$ cat src/rtl/pipeline_pkg.sv
// Shared pipeline types and constants.
// Used by the PC stage and its helpers.
package pipeline_pkg;

   typedef enum logic [1:0] {
      BOOT   = 2'd0,
      RUN    = 2'd1,
      HALTED = 2'd2
   } pc_state_t;

   localparam int PC_WIDTH_DEFAULT = 6;
   localparam int PC_STEP          = 4;
   localparam logic [31:0] NOP_INSTR = 32'h0;

endpackage

$ cat src/rtl/sat_counter.sv
// Saturating up-counter with async active-low clear.
// Sticks at all-ones once reached.
module sat_counter #(
   parameter int WIDTH = 16
) (
   input  logic             clk,
   input  logic             rst_n,
   input  logic             inc,
   output logic [WIDTH-1:0] count
);

   logic [WIDTH-1:0] count_q;
   logic [WIDTH-1:0] count_d;

   // Next count: step when enabled, hold at all-ones.
   always_comb begin
      count_d = count_q;
      if (inc && (count_q != '1)) begin
         count_d = count_q + WIDTH'(1);
      end
   end

   // Count register.
   always_ff @(posedge clk or negedge rst_n) begin
      if (!rst_n) begin
         count_q <= '0;
      end else begin
         count_q <= count_d;
      end
   end

   assign count = count_q;

endmodule

$ cat src/rtl/pc_sequencer.sv
// PC stage feeding instruction fetch.
// Owns the PC, next-PC mux, boot/run/halt FSM and perf counters.
module pc_sequencer
   import pipeline_pkg::*;
#(
   parameter int PC_WIDTH  = PC_WIDTH_DEFAULT,
   parameter int RESET_PC  = 0,
   parameter int CNT_WIDTH = 16
) (
   input  logic                 clk,
   input  logic                 rst_n,
   input  logic                 stall,
   input  logic                 branch_taken,
   input  logic [PC_WIDTH-1:0]  branch_target,
   input  logic                 jump,
   input  logic [PC_WIDTH-1:0]  jump_target,
   input  logic                 halt,
   output logic [PC_WIDTH-1:0]  pc,
   output logic                 if_flush,
   output logic                 fetch_valid,
   output logic [CNT_WIDTH-1:0] redirect_count,
   output logic [CNT_WIDTH-1:0] stall_count
);

   localparam logic [PC_WIDTH-1:0] ALIGN_MASK = ~PC_WIDTH'(3);

   pc_state_t           state_q;
   pc_state_t           state_d;
   logic [PC_WIDTH-1:0] pc_q;
   logic [PC_WIDTH-1:0] pc_d;
   logic                redirect_inc;
   logic                stall_inc;
   logic                flush;

   // Next state, next PC, flush and counter enables.
   always_comb begin
      state_d      = state_q;
      pc_d         = pc_q;
      redirect_inc = 1'b0;
      stall_inc    = 1'b0;
      flush        = 1'b1;
      unique case (state_q)
         BOOT: begin
            state_d = RUN;
         end
         RUN: begin
            if (stall) begin
               stall_inc = 1'b1;
               flush     = 1'b0;
            end else begin
               if (branch_taken) begin
                  pc_d         = branch_target & ALIGN_MASK;
                  redirect_inc = 1'b1;
               end else if (jump) begin
                  pc_d         = jump_target & ALIGN_MASK;
                  redirect_inc = 1'b1;
               end else begin
                  pc_d  = pc_q + PC_WIDTH'(PC_STEP);
                  flush = 1'b0;
               end
               if (halt) begin
                  state_d = HALTED;
               end
            end
         end
         HALTED: begin
            state_d = HALTED;
         end
         default: begin
            state_d = BOOT;
         end
      endcase
   end

   // State and PC registers.
   always_ff @(posedge clk or negedge rst_n) begin
      if (!rst_n) begin
         state_q <= BOOT;
         pc_q    <= PC_WIDTH'(RESET_PC);
      end else begin
         state_q <= state_d;
         pc_q    <= pc_d;
      end
   end

   sat_counter #(
      .WIDTH (CNT_WIDTH)
   ) u_redirect_cnt (
      .clk   (clk),
      .rst_n (rst_n),
      .inc   (redirect_inc),
      .count (redirect_count)
   );

   sat_counter #(
      .WIDTH (CNT_WIDTH)
   ) u_stall_cnt (
      .clk   (clk),
      .rst_n (rst_n),
      .inc   (stall_inc),
      .count (stall_count)
   );

   assign pc          = pc_q;
   assign if_flush    = flush;
   assign fetch_valid = (state_q == RUN) && !flush;

endmodule

$ cat config.mk
export PLATFORM = sky130hd
export DESIGN_NAME = pc_sequencer
export DESIGN_NICKNAME = d
export VERILOG_FILES = /design/src/rtl/pipeline_pkg.sv /design/src/rtl/sat_counter.sv /design/src/rtl/pc_sequencer.sv
export SDC_FILE = /design/constraint.sdc
export NUM_CORES = 1
export LEC_CHECK = 0
export CAP_MARGIN = 20
export CORE_ASPECT_RATIO = 0.7
export CORE_MARGIN = 5
export CORE_UTILIZATION = 46
export CTS_BUF_LIST = sky130_fd_sc_hd__clkbuf_8 sky130_fd_sc_hd__clkbuf_16
export DETAILED_ROUTE_END_ITERATION = 8
export GPL_TIMING_DRIVEN = 0
export PLACE_DENSITY = 0.79
export SYNTH_ARGS = -nofsm -noshare
export SYNTH_HDL_FRONTEND = slang
export SYNTH_SLANG_ARGS = --single-unit
export TNS_END_PERCENT = 30
$ cat constraint.sdc
create_clock -name clk -period 2.2 [get_ports clk]
set_input_delay 0.44 -clock clk [delete_from_list [all_inputs] [get_ports clk]]
set_output_delay 0.44 -clock clk [all_outputs]
set_load 0.03 [all_outputs]
======== After elaboration in Yosys (flattened, before gate mapping) ========
Index checks and enable logic that the tools add are counted.
storage, ports and cells
  memories kept ........................... 0
  output and inout bits ................... 40
  logic and storage cells ................. 33
  bits in registers ....................... 40
  memory bits (read-only) ................. 0
  memory bits (writable) .................. 0
  latch bits .............................. 0
operators by class
  $mul .................................... 0
  muxes and demuxes ....................... 12
  reduce and logical (&&, ||, !) cells .... 7
  bitwise logic cells ..................... 1
  $add $sub $neg .......................... 3
  shifts and indexed selects .............. 0
  eq/ne operators ......................... 6
  divide/modulo/power cells ............... 0
  $lt $le $gt $ge ......................... 0
operators by type and width
  operator                                             count
  adder 16 x 1 -> 16 bit, second input constant        2
  inequality test 16 bit, second input constant        2
  2-to-1 mux 6 bit                                     2
  2-to-1 mux 1 bit                                     7
  adder 6 x 3 -> 6 bit, second input constant          1
  one-hot mux 2 bit (3 select lines)                   1
  2-to-1 mux 2 bit                                     2
  inequality test 2 bit, second input constant         2
  AND reduction 2 bit                                  2
  logical AND 1 bit                                    3
  equality test 2 x 1 -> 1 bit, second input constant  1
  equality test 2 bit, second input constant           1
  zero test 2 bit                                      1
  zero test 1 bit                                      1
  NOT 1 bit                                            1

======== Depth between registers and ports, before layout ========
Gate-level depths: netlist of the first run.
  depth in word-level cells ............... 6
  mapped depth ............................ 7

======== Cells and area by module ========
Synthesis of the first run repeated with hierarchy kept, for this count alone.
unflattened totals
  cell total of the unflattened synthesis .. 201
  area total of the unflattened synthesis .. 2209.6 µm²
by module, submodules not included
  module                        times used  area each (µm²)  cells each
  sat_counter (u_redirect_cnt)  1           884.6            77
  sat_counter (u_stall_cnt)     1           859.6            72
  pc_sequencer                  1           465.4            52

======== Least setup slack after synthesis of the first run ========
Ideal clock, no wire load.
  path kind ............................... input port to output port
  from .................................... in branch_taken
  to ...................................... out fetch_valid
  arrival time ............................ 1.717 ns
  cell stages on the path ................. 4
  slack ................................... 0.043 ns
  buffers on the path ..................... 1
  path through ............................ buf_4 > nor2_2 > o21ai_0 > inv_1
between the ends
  longest elaborated chain between the ends .. 5
ends and longest elaborated chain
  element            RTL line             RTL
  from (decl)        pc_sequencer.sv:13   input logic branch_taken,
  2-to-1 mux 1 bit   pc_sequencer.sv:51   if (branch_taken) begin
  2-to-1 mux 1 bit   pc_sequencer.sv:47   if (stall) begin
  2-to-1 mux 1 bit   pc_sequencer.sv:42   unique case (state_q)
  via if_flush       pc_sequencer.sv:19   output logic if_flush,
  zero test 1 bit    pc_sequencer.sv:106  assign fetch_valid = (state_q == RUN) && !flush;
  logical AND 1 bit  pc_sequencer.sv:106
  to (decl)          pc_sequencer.sv:20   output logic fetch_valid,
The timed path passes the listed nets, and every way through them passes these cells.

======== Worst setup path in the final report of the first run ========
  from .................................... in stall
  to ...................................... out if_flush
between the ends
  longest elaborated chain between the ends .. 2
ends and longest elaborated chain
  element           RTL line            RTL
  from (decl)       pc_sequencer.sv:12  input logic stall,
  2-to-1 mux 1 bit  pc_sequencer.sv:47
  2-to-1 mux 1 bit  pc_sequencer.sv:42
  to (decl)         pc_sequencer.sv:19
No other way between the ends.

==> out/metrics.yaml, run 1 <==
layout_common_cells: "46 x clkdlybuf4s50_1, 38 x dfrtp_1, 25 x xnor2_1, 21 x nand2_1, 13 x nand3_1"
grt_first_pass_wirelength_um: 7472
slew_violations: 0
endpoint_kind: "output pin"
synth_seq_area_share_pct: 49.97
post_cts_buffers: 0
worst_pin_slew_ns: 0.8322
max-vdd-ir-drop_mv: 0.8432
p_total_mw: 2.347
drive_above_1_share_pct: 8.642
drt_pre_antenna_iters: 4
post-place-ws_ns: -0.2867
die_width_um: 86.88
ys_types: 34
coreArea_mm2: 0.003946
critical_path_class: "primary input to output pin"
yosysWarnings: 0
die_area_mm2: 0.005544
portBuffers: 49
num_rows: 19
drc: 0
synthesis.instances: 185
setup_ws_ns: 0.1548
final.min_clock_period_ns: 2.045
hold_ws_ns: 0.2522
hpwl_um: 3228
cts_sinks: 38
worst_path_max_delay_cell: "clkdlybuf4s50_1"
path_buf_inv: 2
hold_viol_final: 0
syn_to_final_growth_pct: 35.11
wl_um: 4232
max_stage_delay_ns: 0.47
diodes: 0
grt_pass1_vias: 1497
post-route-period-util_pct: 92.96
maxSlewHeadroom_pct: 44.52
fmax_ghz: 0.4889
track_usage_pct: 17.31
grt_max_degree: 39
crit_family: "buffers and inverters"
hold_class: "primary input to asynchronous set/reset pin"
crit_chain: "clkdlybuf4s50_1, o21ai_0, dlygate4sd2_1"
drt_iter0_drc: 74
gp_congestion: 0.8535
cts_root_buf: "clkbuf_8"
crit_fanout: 5
syn_area_per_cell_um2: 10.29
die_h_um: 63.82
ioPinCount: 58
crit_required_ns: 1.76
ant_nets: 0
drv_cap: 0
antenna_found_initial: 0
rsz0062_at_grt: "no"
cts_buffer_depth: 2
drt-wirelength-per-cell_um: 14.35
grt_overflow: 0
synth_area_mm2: 0.001903
status: "finished, final reports clean"
setup_violations: 0
cts_buffers: 5
num_vias: 1514
via_per_inst: 5.132
p_leak_nw: 1.095
postCtsHoldBufs: 0
final_area_mm2: 0.002571
cp-start-kind: "primary input"
pwr_density_cell_mw_per_mm2: 913.0
num-nets-final: 265
htree_levels: 2
worst_clock_skew_ns: 0.003861
worstPathArrival_ns: 1.61
nFillCells: 341
final_common_cell: "clkdlybuf4s50_1"
dpl_cell_area_mm2: 0.002457
initial_core_util_pct: 48.22
cts_tree: "done"
clkTransAtPathRegs_ns: 0.07
synth-seq-cells: 38
fin_util_pct: 65.16
insertion_delay_ns: 0.29
what timing repair did:
action | 4_1_cts | 5_1_grt
resized for setup | 2 | 3
endpoints found under the setup margin | 2 | 10
pin swaps | 0 | 0
cell type report:
type,count,area [um^2],share of cell area [%]
well taps,52,65.06,2.530
clock inverters,2,8.758,0.3406
clock buffers,6,82.58,3.212
repair buffers,49,483.0,18.78
multi-input cells,136,917.1,35.67
inverters,7,26.28,1.022
plain buffers,5,37.54,1.460
flip-flops and latches,38,950.9,36.98
synth_stat cells, drive strengths merged:
| cell type | number | area share, % |
|---|---|---|
| o311a | 1 | 0.53 |
| nor2 | 11 | 2.3 |
| inv | 7 | 1.4 |
| and4 | 1 | 0.46 |
| nor4 | 3 | 0.99 |
| nand3 | 13 | 3.4 |
| or4 | 1 | 0.39 |
| a2111oi | 1 | 0.79 |
| conb | 1 | 0.20 |
| mux2i | 3 | 1.6 |
| a22oi | 1 | 0.39 |
| nor2b | 1 | 0.33 |
| buf | 4 | 1.8 |
| dfrtp | 38 | 50 |
| and3 | 3 | 1.1 |
| or3 | 1 | 0.59 |
| xnor2 | 25 | 12 |
| nand2 | 21 | 4.1 |
| and2 | 2 | 0.66 |
| clkbuf | 1 | 0.20 |
| nor3 | 4 | 1.3 |
| ha | 5 | 3.3 |
| a211oi | 1 | 0.39 |
| xor2 | 5 | 2.3 |
| a21oi | 5 | 1.3 |
| nand4 | 13 | 4.6 |
| mux2 | 2 | 1.2 |
| nand2b | 1 | 0.33 |
| o21ai | 10 | 2.6 |
worst register-to-register path, stage by stage (launching register included):
cell and delay, ns:
dfrtp_1 0.36, inv_1 0.09, ha_1 0.24, nand2b_1 0.09, or3_4 0.40, a2111oi_4 0.42, nand4_1 0.16, xnor2_1 0.14
stage by stage:
stage | setup TNS (ns) | instances
floorplan | 0 | 186
global placement | -9.530 | 287
detailed placement | -2.390 | 287
CTS | 0 | 295
global route | 0 | 295
finish | 0 | 295
cells by family (layout without fill, tap and decap cells):
family | Yosys count | count (layout) | synth area share [%]
XOR/XNOR | 30 | 30 | 13.81
flip-flops | 38 | 38 | 49.97
other | 1 | 2 | 0.1970
adder cells (fa/ha/maj) | 5 | 5 | 3.287
multiplexers | 5 | 5 | 2.761
AO/OA/AOI/OAI | 19 | 19 | 6.049
AND/OR/NAND/NOR | 75 | 75 | 20.58
buffers and inverters | 12 | 69 | 3.353
routing by layer:
metal	share of wire (%)	up-vias	global-route usage, %
met2	44	29	25.19
met3	5.1	7	4.236
met1	49	726	24.08
met4	1.8	0	8.560
li1	-	752	-
met5	0	-	0
final timing paths:
path	from	endpoint	slack, ns	cells past startpoint
setup reg to reg	state_q[1]	u_redirect_cnt.count[13]	0.20	7
max in group asynchronous	rst_n	u_stall_cnt.count[14]	1.43	1
setup / recovery	stall	if_flush	0.15	3
hold reg to reg	u_stall_cnt.count[6]	u_stall_cnt.count[6]	0.51	1
min in group clk	jump	pc[5]	0.50	4
hold / removal	rst_n	u_redirect_cnt.count[5]	0.25	1
state kept, by name (all words and copies together) (netlist names):
signal and count:
pc 4, state_q 2, u_redirect_cnt.count 16, u_stall_cnt.count 16
power breakdown:
group	switching [mW]	internal, mW
sequential	0.158	0.826
combinational	0.504	0.373
clock	0.237	0.248
(Power assumes the default switching activity.)
==> inputs of run 2 (changes only) <==
--- a/config.mk
+++ b/config.mk
@@ -8,11 +8,12 @@
 export CAP_MARGIN = 20
 export CORE_ASPECT_RATIO = 0.7
 export CORE_MARGIN = 5
-export CORE_UTILIZATION = 46
+export CORE_UTILIZATION = 42
 export CTS_BUF_LIST = sky130_fd_sc_hd__clkbuf_8 sky130_fd_sc_hd__clkbuf_16
 export DETAILED_ROUTE_END_ITERATION = 8
 export GPL_TIMING_DRIVEN = 0
-export PLACE_DENSITY = 0.79
+export PLACE_DENSITY = 0.76
+export SKIP_LAST_GASP = 1
 export SYNTH_ARGS = -nofsm -noshare
 export SYNTH_HDL_FRONTEND = slang
 export SYNTH_SLANG_ARGS = --single-unit
==> constraint.sdc (replaced) <==
create_clock -name clk -period 1.8 [get_ports clk]
set_input_delay 0.36 -clock clk [delete_from_list [all_inputs] [get_ports clk]]
set_output_delay 0.36 -clock clk [all_outputs]
set_load 0.03 [all_outputs]
==> out/metrics.yaml, run 2 (synthesis gave the netlist of run 1 again) <==
status: "complete, but fails checks"
violations: "negative setup slack"
insertion_delay_ns: 0.29  # about the same
initial_core_util_pct: 43.71  # -4.5 points
cts_tree: "done"
htree_levels: 2  # unchanged
met1_length_um: 2128  # +3.2%
crit_fanout: 5  # unchanged
diodes: 0  # unchanged
max_stage_delay_ns: 0.71  # +0.24 ns
drc: 0  # unchanged
grt_first_pass_wirelength_um: 7500  # +0.37%
antenna_found_initial: 0  # unchanged
wl_um: 4395  # +3.9%
die_area_mm2: 0.005999  # +8.2%
die_h_um: 66.32  # +3.9%
maxSlewHeadroom_pct: 44.99  # +0.46 points
setup_violations: 3  # +3
post-route-period-util_pct: 101.0
cp-start-kind: "flip-flop"
hold_viol_final: 0  # unchanged
endpoint_kind: "output pin"
setup-tns-final_ns: -0.02729  # -0.02729 ns
route.met2.wl_um: 1965  # +4.7%
slew_violations: 0  # unchanged
final_area_mm2: 0.002684  # +4.4%
track_usage_pct: 15.74  # -1.6 points
pwr_density_cell_mw_per_mm2: 1107  # +21%
drv_cap: 0  # unchanged
cts_buffer_depth: 2  # unchanged
max-vdd-ir-drop_mv: 0.8699  # +3.2%
cts_root_buf: "clkbuf_8"
cts_buffers: 5  # unchanged
drive_above_1_share_pct: 16.87  # +8.2 points
via_per_inst: 5.076  # -1.1%
grt_max_degree: 39  # unchanged
num-nets-final: 271  # +2.3%
ioPinCount: 58  # unchanged
rsz0062_at_grt: "yes"
p_total_mw: 2.970  # +27%
hold_ws_ns: 0.1648  # -0.08743 ns
reg2reg_slack_ns: 0.04  # -0.16 ns
top_layer_used: "met4"
worst_path_max_delay_cell: "clkdlybuf4s50_1"
gp_congestion: 0.7689  # -9.9%
p_leak_nw: 1.186  # +8.3%
setup_ws_ns: -0.01845  # -0.1732 ns
final_common_cell: "clkdlybuf4s50_1"
ant_nets: 0  # unchanged
path_buf_inv: 1  # -1
syn_to_final_growth_pct: 41.03
num_vias: 1543  # +1.9%
cts_sinks: 38  # unchanged
coreArea_mm2: 0.004354  # +10%
die_width_um: 90.46  # +4.1%
nFillCells: 353  # +3.5%
drt_pre_antenna_iters: 5  # +1
grt_pass1_vias: 1530  # +2.2%
crit_chain: "clkdlybuf4s50_1"
crit_family: "buffers and inverters"
hold_class: "primary input to asynchronous set/reset pin"
portBuffers: 49  # unchanged
worstPathArrival_ns: 1.46  # -0.15 ns
dpl_cell_area_mm2: 0.002481  # +0.97%
fmax_ghz: 0.5499
final.min_clock_period_ns: 1.818
clkTransAtPathRegs_ns: 0.08  # about the same
worst_clock_skew_ns: 0.009018  # +0.005158 ns
layout_common_cells: "41 x clkdlybuf4s50_1, 32 x dfrtp_1, 24 x xnor2_1, 21 x nand2_1, 13 x nand3_1"
drt-wirelength-per-cell_um: 14.46  # +0.78%
worst_pin_slew_ns: 0.8252  # -0.006959 ns
hpwl_um: 3214  # -0.45%
drt_iter0_drc: 94  # +27%
grt_overflow: 0  # unchanged
wl_met3_um: 248  # +16%
num_rows: 20  # +1
critical_path_class: "flip-flop to output pin"
crit_required_ns: 1.44  # -0.32 ns
[run 2: worst paths after layout]
path / start / to / cells past startpoint
setup / recovery: u_redirect_cnt.count[11] / redirect_count[11] / 1
hold / removal: rst_n / u_redirect_cnt.count[9] / 1
setup reg to reg: state_q[1] / u_redirect_cnt.count[12] / 8
hold reg to reg: u_stall_cnt.count[6] / u_stall_cnt.count[6] / 1
max in group asynchronous: rst_n / u_redirect_cnt.count[6] / 1
min in group clk: jump / pc[5] / 4
[run 2: stage by stage]
stage,utilization (%),cells,worst slack (ns)
6_report,61.64,304,-0.01845
5_1_grt,61.64,304,-0.07471
4_1_cts,60.55,302,-0.08245
3_5_place_dp,56.98,290,-0.5574
3_3_place_gp,57.10,290,-0.6729
2_1_floorplan,-,186,-0.07187
[run 2: where the power goes]
group	leakage (nW)	total, mW	switching, mW	internal, mW
clock network	0.0524	0.592	0.289	0.303
registers	0.497	1.21	0.196	1.01
logic	0.637	1.17	0.659	0.510
total	1.19	2.97	1.14	1.83
[run 2: area by class of cell]
cell class | instances | area [um^2] | share of cell area, %
clock buffers | 6 | 82.58 | 3.077
plain buffers | 5 | 38.79 | 1.445
repair buffers | 55 | 536.8 | 20.00
inverters | 7 | 26.28 | 0.9790
well taps | 55 | 68.82 | 2.564
flip-flops and latches | 38 | 958.4 | 35.71
multi-input cells | 136 | 963.4 | 35.90
clock inverters | 2 | 8.758 | 0.3263
[run 2: repair_timing]
action,in CTS,in global routing
setup buffers,4,2
setup endpoints to repair,22,46
pin swaps,5,6
hold buffers,0,0
gates resized for setup,9,13
[run 2: worst register-to-register path: stages (launching register included)]
cell      delay (ns)
dfrtp_1         0.37
inv_2           0.08
ha_4            0.13
nand2b_1        0.07
or3_4           0.35
buf_4           0.15
nor3_1          0.20
nand3_1         0.13
xnor2_1         0.15
[run 2: per-layer routing]
metal  GRT usage (%)  vias up
met2           24.54       45
met4           6.691        0
met1           20.67      726
met5               0        -
met3           4.323        7
li1                -      765
==> inputs of run 3 (changes only) <==
--- a/config.mk
+++ b/config.mk
@@ -14,6 +14,7 @@
 export GPL_TIMING_DRIVEN = 0
 export PLACE_DENSITY = 0.76
 export SKIP_LAST_GASP = 1
+export SLEW_MARGIN = 10
 export SYNTH_ARGS = -nofsm -noshare
 export SYNTH_HDL_FRONTEND = slang
 export SYNTH_SLANG_ARGS = --single-unit
==> out/metrics.yaml, run 3 (synthesis gave the netlist of run 1 again) <==
drt-wirelength-per-cell_um: 14.35  # -0.71%
pwr_density_cell_mw_per_mm2: 1093  # -1.2%
gp_congestion: 0.7689  # unchanged
die_area_mm2: 0.005999  # unchanged
wl_um: 4378  # -0.39%
coreArea_mm2: 0.004354  # unchanged
diodes: 0  # unchanged
ioPinCount: 58  # unchanged
initial_core_util_pct: 43.71  # unchanged
htree_levels: 2  # unchanged
slew_violations: 0  # unchanged
crit_fanout: 6  # +1
hpwl_um: 3238  # +0.76%
cts_sinks: 38  # unchanged
grt_first_pass_wirelength_um: 7341  # -2.1%
fin_util_pct: 62.04  # +0.40 points
layout_common_cells: "44 x clkdlybuf4s50_1, 33 x dfrtp_1, 25 x xnor2_1, 20 x nand2_1, 13 x nand3_1"
max-vdd-ir-drop_mv: 0.9141  # +5.1%
antenna_found_initial: 0  # unchanged
via_per_inst: 5.134  # +1.2%
hold_depth: 4
drt_pre_antenna_iters: 4  # -1
syn_to_final_growth_pct: 41.95
drc: 0  # unchanged
crit_chain: "clkdlybuf4s50_1"
insertion_delay_ns: 0.28  # about the same
p_total_mw: 2.953  # -0.56%
reg2regPathDepth: 8  # unchanged
num-nets-final: 272  # +0.37%
setup_violations: 4  # +1
rsz0062_at_grt: "yes"
track_usage_pct: 15.27  # -0.47 points
die_h_um: 66.32  # unchanged
cts_root_buf: "clkbuf_8"
cts_buffer_depth: 2  # unchanged
path_buf_inv: 1  # unchanged
p_leak_nw: 1.134  # -4.4%
violations: "negative setup slack"
drt_iter0_drc: 84  # -11%
worstPathArrival_ns: 1.44  # -0.02 ns
max_stage_delay_ns: 0.71  # about the same
num_rows: 20  # unchanged
post-route-period-util_pct: 100.2  # -0.79 points
final.min_clock_period_ns: 1.804  # -0.01424 ns
worst_path_max_delay_cell: "clkdlybuf4s50_1"
cts_buffers: 5  # unchanged
crit_required_ns: 1.44  # about the same
hold_viol_final: 0  # unchanged
reg2reg_slack_ns: 0.06  # +0.02 ns
clkTransAtPathRegs_ns: 0.07  # about the same
setup_ws_ns: -0.004211  # +0.01424 ns
status: "complete, but fails checks"
drv_cap: 0  # unchanged
cp-start-kind: "flip-flop"
die_width_um: 90.46  # unchanged
cts_tree: "done"
hold_ws_ns: 0.4202  # +0.2554 ns
final_common_cell: "clkdlybuf4s50_1"
grt_max_degree: 36  # -7.7%
fmax_ghz: 0.5543  # +0.79%
worst-path-stages: 1  # unchanged
worst_clock_skew_ns: 0.006082  # -0.002936 ns
endpoint_kind: "output pin"
critical_path_class: "flip-flop to output pin"
ant_nets: 0  # unchanged
drive_above_1_share_pct: 16.80  # -0.067 points
grt_pass1_vias: 1513  # -1.1%
crit_family: "buffers and inverters"
num_vias: 1566  # +1.5%
hold_class: "primary input to flip-flop"
grt_overflow: 0  # unchanged
portBuffers: 49  # unchanged
-- run 3: final timing paths --
path,endpoint,from
setup / recovery,redirect_count[10],u_redirect_cnt.count[10]
hold / removal,pc[5],jump
setup reg to reg,u_redirect_cnt.count[12],state_q[1]
hold reg to reg,u_stall_cnt.count[15],u_stall_cnt.count[15]
max in group asynchronous,u_stall_cnt.count[3],rst_n
min in group asynchronous,u_redirect_cnt.count[1],rst_n
-- run 3: metal layers --
layer	vias to the layer above	track usage, %	share of wire (%)	routed length (um)
met1	753	19.96	47	2068
li1	767	-	-	-
met5	-	0	0	0
met3	7	4.437	5.3	233
met2	39	24.09	46	1997
met4	0	5.762	1.8	78
-- run 3: stage by stage --
step                      std cells  worst slack [ns]  instance area, um^2   TNS, ns
after CTS                       303          -0.05285                 2655   -0.2036
final                           305         -0.004211                 2701  -0.01111
after floorplan                 186          -0.07187                 1927   -0.1870
after global placement          290           -0.6729                 2486    -28.83
after global routing            305          -0.06287                 2701   -0.7002
after detailed placement        291           -0.5971                 2501    -8.554
-- run 3: cell type report --
type / instances / area [um^2]
Clock buffer: 6 / 82.58
Tap cell: 55 / 68.82
Inverter: 7 / 26.28
Fill cell: 379 / 1653
Sequential cell: 38 / 957.2
Timing Repair Buffer: 56 / 553.0
Multi-Input combinational cell: 136 / 965.9
Clock inverter: 2 / 8.758
Buffer: 5 / 38.79
-- run 3: report_power, final --
| part | total, mW | switching, mW | internal, mW |
|---|---|---|---|
| combinational | 1.17 | 0.660 | 0.512 |
| sequential | 1.20 | 0.190 | 1.01 |
| clock | 0.578 | 0.275 | 0.303 |
| total | 2.95 | 1.13 | 1.83 |
-- run 3: repair_timing --
action | 4_1_cts | 5_1_grt
endpoints found under the setup margin | 22 | 46
hold buffers | 1 | 0
cloned | 0 | 0
resized for setup | 10 | 10
endpoints found under the hold margin | 3 | 0
pin swaps | 5 | 4
setup buffers | 3 | 2
